`src/rtl/atm_account_responder.sv`:
```
// Bank-side account responder: one request at a time over valid/ready, evaluated in a
// single EXEC cycle, answered with status and the stored balance over valid/ready.
module atm_account_responder #(
  parameter int unsigned BAL_W     = 5,
  parameter int unsigned INIT_BAL  = 16,
  parameter logic [3:0]  PIN_CODE  = 4'b1111,
  parameter int unsigned MAX_TRIES = 3
) (
  input  logic             clk,
  input  logic             rst,
  input  logic             req_valid,
  output logic             req_ready,
  input  logic [2:0]       req_op,
  input  logic [3:0]       req_pin,
  input  logic [BAL_W-1:0] req_amount,
  output logic             rsp_valid,
  input  logic             rsp_ready,
  output logic [1:0]       rsp_status,
  output logic [BAL_W-1:0] rsp_balance,
  output logic             o_session,
  output logic             o_locked
);

  localparam logic [2:0] OP_PIN    = 3'b000;
  localparam logic [2:0] OP_DEP    = 3'b001;
  localparam logic [2:0] OP_WITH   = 3'b010;
  localparam logic [2:0] OP_BAL    = 3'b011;
  localparam logic [2:0] OP_XFER   = 3'b100;
  localparam logic [2:0] OP_LOGOUT = 3'b101;

  localparam logic [1:0] ST_OK   = 2'b00;
  localparam logic [1:0] ST_AUTH = 2'b01;
  localparam logic [1:0] ST_INSF = 2'b10;
  localparam logic [1:0] ST_OVF  = 2'b11;

  localparam logic [BAL_W-1:0] INIT_BAL_V = BAL_W'(INIT_BAL);
  localparam logic [2:0]       MAX_T      = 3'(MAX_TRIES);

  typedef enum logic [1:0] {
    S_IDLE = 2'b00,
    S_EXEC = 2'b01,
    S_RESP = 2'b10
  } state_t;

  state_t           r_state;
  logic [2:0]       r_op;
  logic [3:0]       r_pin;
  logic [BAL_W-1:0] r_amt;
  logic [BAL_W-1:0] r_balance;
  logic             r_session;
  logic [2:0]       r_tries;
  logic             r_locked;
  logic             r_rsp_valid;
  logic [1:0]       r_rsp_status;

  logic [BAL_W:0]   w_sum;
  logic             w_short;
  logic [2:0]       w_tries_inc;
  logic [1:0]       w_status;
  logic [BAL_W-1:0] w_balance;
  logic             w_session;
  logic [2:0]       w_tries;
  logic             w_locked;

  assign w_sum       = {1'b0, r_balance} + {1'b0, r_amt};
  assign w_short     = (r_amt > r_balance);
  assign w_tries_inc = (r_tries < MAX_T) ? (r_tries + 3'd1) : r_tries;

  // Outcome of the latched request, applied to the account state in EXEC.
  always_comb begin
    w_status  = ST_OK;
    w_balance = r_balance;
    w_session = r_session;
    w_tries   = r_tries;
    w_locked  = r_locked;
    if (r_op[2:1] == 2'b11) begin
      w_status = ST_OVF;
    end else if (r_locked && (r_op != OP_LOGOUT)) begin
      w_status = ST_AUTH;
    end else begin
      case (r_op)
        OP_PIN: begin
          if (r_pin == PIN_CODE) begin
            w_session = 1'b1;
            w_tries   = 3'd0;
          end else begin
            w_status  = ST_AUTH;
            w_session = 1'b0;
            w_tries   = w_tries_inc;
            w_locked  = r_locked | (w_tries_inc >= MAX_T);
          end
        end
        OP_LOGOUT: w_session = 1'b0;
        default: begin
          if (!r_session) begin
            w_status = ST_AUTH;
          end else begin
            case (r_op)
              OP_DEP: begin
                if (w_sum[BAL_W]) begin
                  w_status = ST_OVF;
                end else begin
                  w_balance = w_sum[BAL_W-1:0];
                end
              end
              OP_WITH, OP_XFER: begin
                // A failed debit also ends the session.
                if (w_short) begin
                  w_status  = ST_INSF;
                  w_session = 1'b0;
                end else begin
                  w_balance = r_balance - r_amt;
                end
              end
              OP_BAL:  w_status = ST_OK;
              default: w_status = ST_OK;
            endcase
          end
        end
      endcase
    end
  end

  // Request/execute/respond sequencer owning all account state.
  always_ff @(posedge clk or posedge rst) begin
    if (rst) begin
      r_state      <= S_IDLE;
      r_op         <= 3'd0;
      r_pin        <= 4'd0;
      r_amt        <= '0;
      r_balance    <= INIT_BAL_V;
      r_session    <= 1'b0;
      r_tries      <= 3'd0;
      r_locked     <= 1'b0;
      r_rsp_valid  <= 1'b0;
      r_rsp_status <= ST_OK;
    end else begin
      case (r_state)
        S_IDLE: begin
          if (req_valid) begin
            r_op    <= req_op;
            r_pin   <= req_pin;
            r_amt   <= req_amount;
            r_state <= S_EXEC;
          end else begin
            r_state <= S_IDLE;
          end
        end
        S_EXEC: begin
          r_rsp_status <= w_status;
          r_balance    <= w_balance;
          r_session    <= w_session;
          r_tries      <= w_tries;
          r_locked     <= w_locked;
          r_state      <= S_RESP;
        end
        S_RESP: begin
          // First RESP cycle raises valid; rsp_ready only counts once valid is up.
          if (!r_rsp_valid) begin
            r_rsp_valid <= 1'b1;
          end else if (rsp_ready) begin
            r_rsp_valid <= 1'b0;
            r_state     <= S_IDLE;
          end else begin
            r_rsp_valid <= 1'b1;
          end
        end
        default: begin
          r_state     <= S_IDLE;
          r_rsp_valid <= 1'b0;
        end
      endcase
    end
  end

  assign req_ready   = (r_state == S_IDLE) && !rst;
  assign rsp_valid   = r_rsp_valid;
  assign rsp_status  = r_rsp_status;
  assign rsp_balance = r_balance;
  assign o_session   = r_session;
  assign o_locked    = r_locked;

endmodule

```
`config.mk`:
```
export PLATFORM = sky130hd
export DESIGN_NAME = atm_account_responder
export DESIGN_NICKNAME = d
export VERILOG_FILES = /design/src/rtl/atm_account_responder.sv
export SDC_FILE = /design/constraint.sdc
export NUM_CORES = 1
export LEC_CHECK = 0
export ABC_AREA = 1
export BUFFER_PORTS_ARGS = -buffer_cell sky130_fd_sc_hd__buf_2
export CAP_MARGIN = 25
export CORE_ASPECT_RATIO = 0.75
export CORE_MARGIN = 5
export CORE_UTILIZATION = 55
export CTS_CLUSTER_SIZE = 25
export DETAILED_ROUTE_END_ITERATION = 7
export PLACE_DENSITY = 0.78
export SLEW_MARGIN = 20
export SYNTH_ARGS = -nofsm -noshare
export SYNTH_HDL_FRONTEND = slang
export SYNTH_SLANG_ARGS = --single-unit
```
`constraint.sdc`:
```
create_clock -name clk -period 4.88 [get_ports clk]
set_input_delay 1.464 -clock clk [delete_from_list [all_inputs] [get_ports clk]]
set_output_delay 1.464 -clock clk [all_outputs]
set_load 0.02 [all_outputs]
```
# --- Yosys cells after proc, flatten, opt, wreduce, memory -nomap -nowiden ---
# Cells that the tools add are included.
totals:
  out_inout_bits: 11
  regBits: 27
op_classes:
  n_addsub: 3
  order_cmp: 3
  bitwise_logic: 5
  eq_ne: 13
  n_reduce_logical: 15
  mux: 25
ops:
  columns: ["operator", "count"]
  rows:
  - ["$mux W2", 7]
  - ["$mux W5", 2]
  - ["$pmux W5 S2", 1]
  - ["$mux W1", 8]
  - ["$ne A2 B2 Y1 const B", 4]
  - ["$pmux W2 S2", 2]
  - ["$reduce_and A8 Y1", 1]
  - ["$add A5 B5 Y6", 1]
  - ["$eq A3 B3 Y1 const B", 2]
  - ["$mux W3", 2]
  - ["$pmux W2 S3", 1]
  - ["$reduce_or A2 Y1", 3]
  - ["$gt A5 B5 Y1", 1]
  - ["$reduce_and A5 Y1", 1]
  - ["$sub A5 B5 Y5", 1]
  - ["$eq A2 B2 Y1 const B", 2]
  - ["$eq A4 B4 Y1 const B", 1]
  - ["$not A1 Y1", 4]
  - ["$pmux W1 S2", 2]
  - ["$reduce_and A2 Y1", 2]
  - ["$reduce_and A4 Y1", 1]
  - ["$add A3 B1 Y3 const B", 1]
  - ["$eq A3 B1 Y1 const B", 1]
  - ["$eq A3 B2 Y1 const B", 1]
  - ["other kinds (11)", 12]

# --- Logic depth before layout (Yosys ltp) ---
# Gate-level depths: netlist of run 1.
logic_depth:
  word_depth: 7
  mapped_depth: 12

# --- Least setup slack after synthesis of run 1 ---
# Ideal clock, no wire load.
synth_path:
  path_kind: "input to output"
  from: "in rst"
  to: "out req_ready"
  setup_slack_ns: 1.497
  required_time_ns: 3.416
  stages: 1
  arrival_ns: 1.919
  path_cell_list: "nor3_1"
synth_via:
  elab_chain_len: 2
synth_lines:
  columns: ["item", "line_no", "text"]
  rows:
  - ["start: declaration", "10", "input logic rst,"]
  - ["$logic_not A1 Y1", "176", "assign req_ready = (r_state == S_IDLE) && !rst;"]
  - ["$logic_and A1 B1 Y1", "176", null]
  - ["end: declaration", "12", "output logic req_ready,"]
# Every way passes these cells.

# --- Worst setup path after layout of run 1 ---
# Ends and elaborated chain as after synthesis.

==> flow_summary_export.csv, run 1 <==
group,metric,value,unit
setup_path,slowest_delay,190,ps
setup_path,crit_arrival,1870,ps
clock_network,postCtsSetupBuffers,0,
timing,skew,2.03,ps
floorplanning,initial_core_util,55.7,%
timing,layout_setup_ws,1540,ps
setup_path,r2r-start,"rsp_balance[0]",
setup_path,crit_required,3420,ps
floorplanning,fp.dieH,59.5,um
setup_path,worstSetupStartpoint,"rst",
floorplanning,die_area,4520,um^2
power_and_ir_drop,powerDensity,536,nW/um^2
setup_path,cp_max_fo,2,
route,drt_iter0_markers,54,
synthesis,ys_seq_area_share,37.7,%
clock_network,clk_pin_slew,90,ps
cells_and_area,fin_area,2000,um^2
global_routing,grt_first_pass_wirelength,5770,um
run_status,outcome,"finished, final reports clean",
route,wl_per_cell,11.4,um
cells_and_area,final_cell_mix,"nand2_1, buf_2, dfrtp_1",
power_and_ir_drop,leakage,1.13,nW
setup_path,path_common_cell,"buf_2",
global_routing,grt_overflow,0,
floorplanning,row_count,18,
setup_path,crit_chain,"buf_2 > nor3_1 > buf_2",
synthesis,ys_seq_elements,27,
clock_network,cts-root-buf,"clkbuf_8",
timing,final_max_slew_viol_count,0,
placed_design,gp_congestion,0.829,
setup_path,end_kind,"primary output",
synthesis,synth_nets,258,
power_and_ir_drop,peakVddDrop,0.315,mV
global_routing,grt_pass1_vias,1317,
route,wirelength,3380,um
route,vias_per_cell,4.88,
clock_network,cts_hold_buf,0,
run,maxCapViolations,0,
global_routing,antenna_found_initial,0,
timing,setup_tns,0,ps
placed_design,portBuffers,26,
timing,setup_viol,0,
timing,period_needed,3340,ps
timing,rsz0062_at_grt,"no",
synthesis,synth_top_cell_area_share,36.3,%
setup_path,r2r_setup_slack,3080,ps
cells_and_area,finalNetCount,285,
worst_hold_path,hold_path.class,"register to register",
timing,worst_slew_pin_slew,532,ps
global_routing,grt_usage,15.9,%
timing,slew_headroom,64.4,%
clock_network,cts_resized,0,
route,drc_errors,0,
setup_path,path_class,"input port to primary output",
clock_network,cts.sink_count,27,
setup_path,timing.rr.end,"rsp_balance[4]",
synthesis,synthDistinctLibCells,32,
setup_path,start_kind,"input port",
synthesis,synth_cells,229,
clock_network,numCtsBuffers,3,
cells_and_area,final_common_cell,"nand2_1",
placed_design,dpl_cell_area,1950,um^2
route,num_vias,1440,
synthesis,yosys.area.top_type,"dfrtp_1",
synthesis,avgSynthCellArea,7.84,um^2
route,ant_nets,0,
global_routing,grt_max_degree,28,
cells_and_area,layout-drive-gt1-share,24.3,%
timing,timing.fmax,300,MHz
floorplanning,die_w,76.0,um
floorplanning,core_area,3220,um^2
cells_and_area,area_growth,11.6,%
clock_network,clockBufferDepth,2,
clock_network,cts_htree_levels,1,
clock_network,cts_tree,"built",
setup_path,cp-endpoint,"req_ready",
placed_design,dp_hpwl,2680,um
clock_network,clock_latency,270,ps
route,firstDrtPassIters,4,
cells_and_area,n_antenna_cell,0,
synthesis,synth.top_cells.by_area,"dfrtp_1, nand2_1, ha_1",
synthesis,synth_warnings,0,
timing,min_period_over_period,68.4,%
cells_and_area,n_fill_cell,305,
placed_design,pre_cts_slack,1550,ps
floorplanning,io_pins,27,
setup_path,r2r_cells,11,
synthesis,syn_area,1790,um^2
setup_path,cp_slowest_cell,"buf_2",
timing,hold_viol_final,0,
## logic make-up (layout without fill, tap and decap cells)
group / count (synthesis) / in the layout / share of synthesized area, %
AOI/OAI and AO/OA: 24 / 24 / 7.39
xor gates and xnor gates: 3 / 3 / 1.46
adders and majority gates: 13 / 13 / 9.90
buffers and inverters: 34 / 60 / 7.60
DFF: 27 / 27 / 37.7
and+or+nand+nor: 128 / 128 / 35.9
## cells in the mapped netlist
library cell / count
inv_4: 1
clkbuf_1: 1
dfstp_2: 1
nand3b_4: 1
nand2_4: 3
a31oi_1: 1
o22ai_1: 1
o21ai_0: 10
dfrtp_1: 26
xor2_1: 2
a21oi_2: 2
nand3b_1: 1
buf_4: 1
a21o_1: 1
a21oi_1: 6
nand2_2: 5
buf_2: 2
nor2_1: 5
nor3_1: 1
nand4_4: 1
nand3_1: 13
fa_1: 2
nor2_2: 3
inv_1: 23
o21ai_1: 3
nor2_4: 5
nand3_2: 2
nand2_1: 87
xnor2_1: 1
ha_1: 11
nor2_8: 1
inv_2: 6
## sequential cells by signal (all words and copies together) (netlist names)
signal and flops:
o_locked 1, r_amt 5, r_tries 3, rsp_balance 5, r_state 2, rsp_valid 1, r_op 3, o_session 1
rsp_status 2, r_pin 4
## worst min-delay path by stage
stage	startpoint	endpoint	slack [ps]	cells after the start
after detailed placement	r_pin[0]	r_pin[0]	470	2
after CTS	r_pin[2]	r_pin[2]	490	2
after global placement	r_pin[0]	r_pin[0]	470	2
after floorplan	r_pin[0]	r_pin[0]	450	2
final	r_pin[0]	r_pin[0]	490	2
after global routing	r_pin[2]	r_pin[2]	500	2
## where the power goes
| group | switching [mW] | total, mW | internal, mW |
|---|---|---|---|
| combinational | 0.375 | 0.571 | 0.197 |
| sequential | 0.0677 | 0.372 | 0.305 |
| clock | 0.0709 | 0.129 | 0.0580 |
| total | 0.513 | 1.07 | 0.559 |
## layout make-up
cell class | instances | area, um^2 | share of cell area [%]
multi-input combinational | 168 | 981 | 49.0
sequential | 27 | 677 | 33.8
tap | 40 | 50.0 | 2.50
clock inverter | 1 | 7.51 | 0.375
timing repair buffer | 26 | 130 | 6.50
inverter | 30 | 115 | 5.75
clock buffer | 3 | 41.3 | 2.06
## layer usage
metal  vias up  global-route usage (%)  part of all wire [%]
li1        764                       -                     -
met1       635                    23.3                    54
met2        35                    23.3                    40
met3         6                    4.56                   5.8
met4         0                    3.81                  0.86
met5         -                       0                     0
## worst max-delay path: cells and delay by family
kind	cells	cell delay (ps)
buf+inv	2	300
simple gates	1	110
## through the flow
| step | cells | hold WS [ps] | power [mW] | utilization, % |
|---|---|---|---|---|
| after global routing | 295 | 501 | 1.17 | 62.2 |
| after CTS | 295 | 491 | 1.08 | 62.2 |
| after floorplan | 229 | 449 | 0.834 | - |
| final | 295 | 490 | 1.07 | 62.2 |
| after detailed placement | 291 | 466 | 0.946 | 60.6 |
| after global placement | 291 | 467 | 0.932 | 60.6 |
Note: power is estimated with default switching activity, not from simulation.
==> run 2: changes to the inputs <==
- ABC_AREA: 1 -> 0
- PLACE_DENSITY: 0.78 -> 0.79
- clock period: 4.88 -> 3.2 ns (I/O delays scaled with it)
==> flow_summary_export.csv, run 2 <==
group,metric,value,unit
run,maxCapViolations,0,
clock_network,cts_tree,"built",
global_routing,grt_first_pass_wirelength,5020,um
synthesis,ys_seq_area_share,43.2,%
global_routing,grt_pass1_vias,1136,
setup_path,path_class,"input port to primary output",
clock_network,cts_htree_levels,1,
power_and_ir_drop,leakage,0.889,nW
setup_path,crit_chain,"buf_2 > nor3_1 > buf_2",
setup_path,cp_max_fo,2,
timing,worst_slew_pin_slew,353,ps
cells_and_area,final_cell_mix,"buf_2, dfrtp_1, nand2_1",
setup_path,cp_slowest_cell,"buf_2",
timing,hold_viol_final,0,
power_and_ir_drop,clkPwrFrac,11.5,%
synthesis,ys_seq_elements,27,
route,drt_iter0_markers,61,
route,drc_errors,0,
floorplanning,initial_core_util,58.8,%
power_and_ir_drop,pwr-share-seq,38.8,%
worst_hold_path,hold_path.class,"register to register",
floorplanning,core_area,2660,um^2
cells_and_area,layout.cells.non_filler,215,
synthesis,synth_cells,151,
synthesis,avgSynthCellArea,10.4,um^2
setup_path,path_common_cell,"buf_2",
synthesis,synthFlopType,"dfrtp_1",
power_and_ir_drop,peakVddDrop,0.410,mV
power_and_ir_drop,switching_share,40.9,%
global_routing,grt_max_degree,28,
cells_and_area,fin_util,67.0,%
timing,hold-worst-slack,508,ps
route,num_vias,1155,
synthesis,synth.top_cells.by_area,"dfrtp_1, ha_1, mux2_2",
timing,period_needed,2330,ps
route,ant_nets,0,
run_status,outcome,"finished, final reports clean",
timing,final_max_slew_viol_count,0,
clock_network,cts-root-buf,"clkbuf_8",
clock_network,clk_pin_slew,80,ps
setup_path,end_kind,"primary output",
cells_and_area,layout-drive-gt1-share,27.4,%
timing,slew_headroom,76.3,%
route,firstDrtPassIters,4,
cells_and_area,n_fill_cell,205,
cells_and_area,finalNetCount,209,
setup_path,crit_arrival,1370,ps
timing,timing.fmax,428,MHz
synthesis,syn_area,1570,um^2
setup_path,start_kind,"input port",
clock_network,postCtsSetupBuffers,0,
setup_path,crit_required,2240,ps
synthesis,synth-edff-count,0,
route,wl_per_cell,13.0,um
floorplanning,io_pins,27,
timing,min_period_over_period,72.9,%
route,wirelength,2790,um
synthesis,synth_commonest_cells,"dfrtp_1, nand2_1, inv_1",
setup_path,critPathBufInv,2,
clock_network,cts_hold_buf,0,
synthesis,synth_warnings,0,
synthesis,yosys.area.top_type,"dfrtp_1",
global_routing,grt_usage,15.4,%
clock_network,clock_latency,270,ps
clock_network,cts.sink_count,27,
setup_path,slowest_delay,190,ps
clock_network,numCtsBuffers,3,
floorplanning,fp.dieH,56.2,um
placed_design,portBuffers,26,
cells_and_area,n_antenna_cell,0,
synthesis,synth_nets,180,
placed_design,dp_hpwl,2210,um
cells_and_area,area_growth,13.9,%
power_and_ir_drop,comb_power_share,49.6,%
global_routing,grt_overflow,0,
clock_network,cts_resized,0,
synthesis,synthDistinctLibCells,39,
timing,skew,6.11,ps
power_and_ir_drop,powerDensity,907,nW/um^2
route,vias_per_cell,5.37,
setup_path,crit_family,"buffers and inverters",
power_and_ir_drop,switching_power,0.662,mW
clock_network,clockBufferDepth,2,
timing,rsz0062_at_grt,"no",
power_and_ir_drop,p_int,0.956,mW
placed_design,post-place-cells,211,
floorplanning,die_area,4030,um^2
floorplanning,row_count,16,
timing,setup_tns,0,ps
floorplanning,die_w,71.6,um
global_routing,antenna_found_initial,0,
synthesis,yosys.cell_count.top_type,"dfrtp_1",
placed_design,gp_congestion,0.857,
synthesis,synth_top_cell_area_share,41.5,%
timing,setup_viol,0,
synthesis,ys_async_sr_fraction,100,%
-- run 2: cell types whose count changed in the layout (fill, tap and decap cells not counted), sizes merged, moves of 4 or more --
cell   before  now
nand3      15    2
mux2        0   12
inv        30   12
mux2i       0    4
nor2       14    9
nand2      95   13
-- run 2: worst reg2reg max path: stages, from the launching register on --
cell and delay [ps]:
dfstp_2 560, ha_1 270, or3_1 360, o22a_1 240
nand3_2 160, mux2_2 350
-- run 2: area by class of cell --
class,instances,area [um^2],share of cell area (%)
multi-input cells,108,827,46.4
repair buffers,28,145,8.13
flip-flops and latches,27,677,37.9
well taps,36,45.0,2.52
inverters,12,45.0,2.52
clock buffers,4,45.0,2.52
-- run 2: kinds of logic (layout without fill, tap and decap cells) --
| group | Yosys count | after routing | synth area share (%) |
|---|---|---|---|
| muxes | 16 | 16 | 11.4 |
| adders and majority gates | 13 | 13 | 11.3 |
| DFF | 27 | 27 | 43.2 |
| xor gates and xnor gates | 5 | 5 | 2.80 |
| and+or+nand+nor | 39 | 39 | 13.6 |
| buffers and inverters | 16 | 44 | 3.99 |
| AOI/OAI and AO/OA | 35 | 35 | 13.7 |
-- run 2: power groups by stage --
stage	Sequential [mW]	Combinational [mW]	Clock (mW)
after floorplan	0.632	0.629	0
after global placement	0.621	0.778	0
after detailed placement	0.637	0.806	0
after CTS	0.630	0.808	0.195
after global routing	0.658	0.912	0.208
final	0.629	0.803	0.187
-- run 2: layer usage --
metal / vias up / routed length (um) / GRT usage, %
met5: - / 0 / 0
met4: 0 / 17 / 3.75
met3: 4 / 186 / 3.97
met2: 35 / 1190 / 22.9
met1: 538 / 1400 / 22.3
li1: 578 / - / -
-- run 2: worst paths after layout --
path	start	end	slack [ps]	cells past startpoint
setup / recovery	rst	req_ready	870	3
hold / removal	r_pin[0]	r_pin[0]	510	1
setup reg to reg	rsp_balance[4]	rsp_balance[2]	1150	5
hold reg to reg	r_pin[0]	r_pin[0]	510	1
max in group asynchronous	rst	rsp_balance[4]	2160	3
min in group asynchronous	rst	r_state[1]	740	3
-- run 2: per-stage QoR --
step                      power [mW]  instance area [um^2]  setup slack (ps)
after global routing            1.78                  1780               815
after CTS                       1.63                  1780               865
after detailed placement        1.44                  1740               865
final                           1.62                  1780               866
after floorplan                 1.26                  1570               825
after global placement          1.40                  1740               886
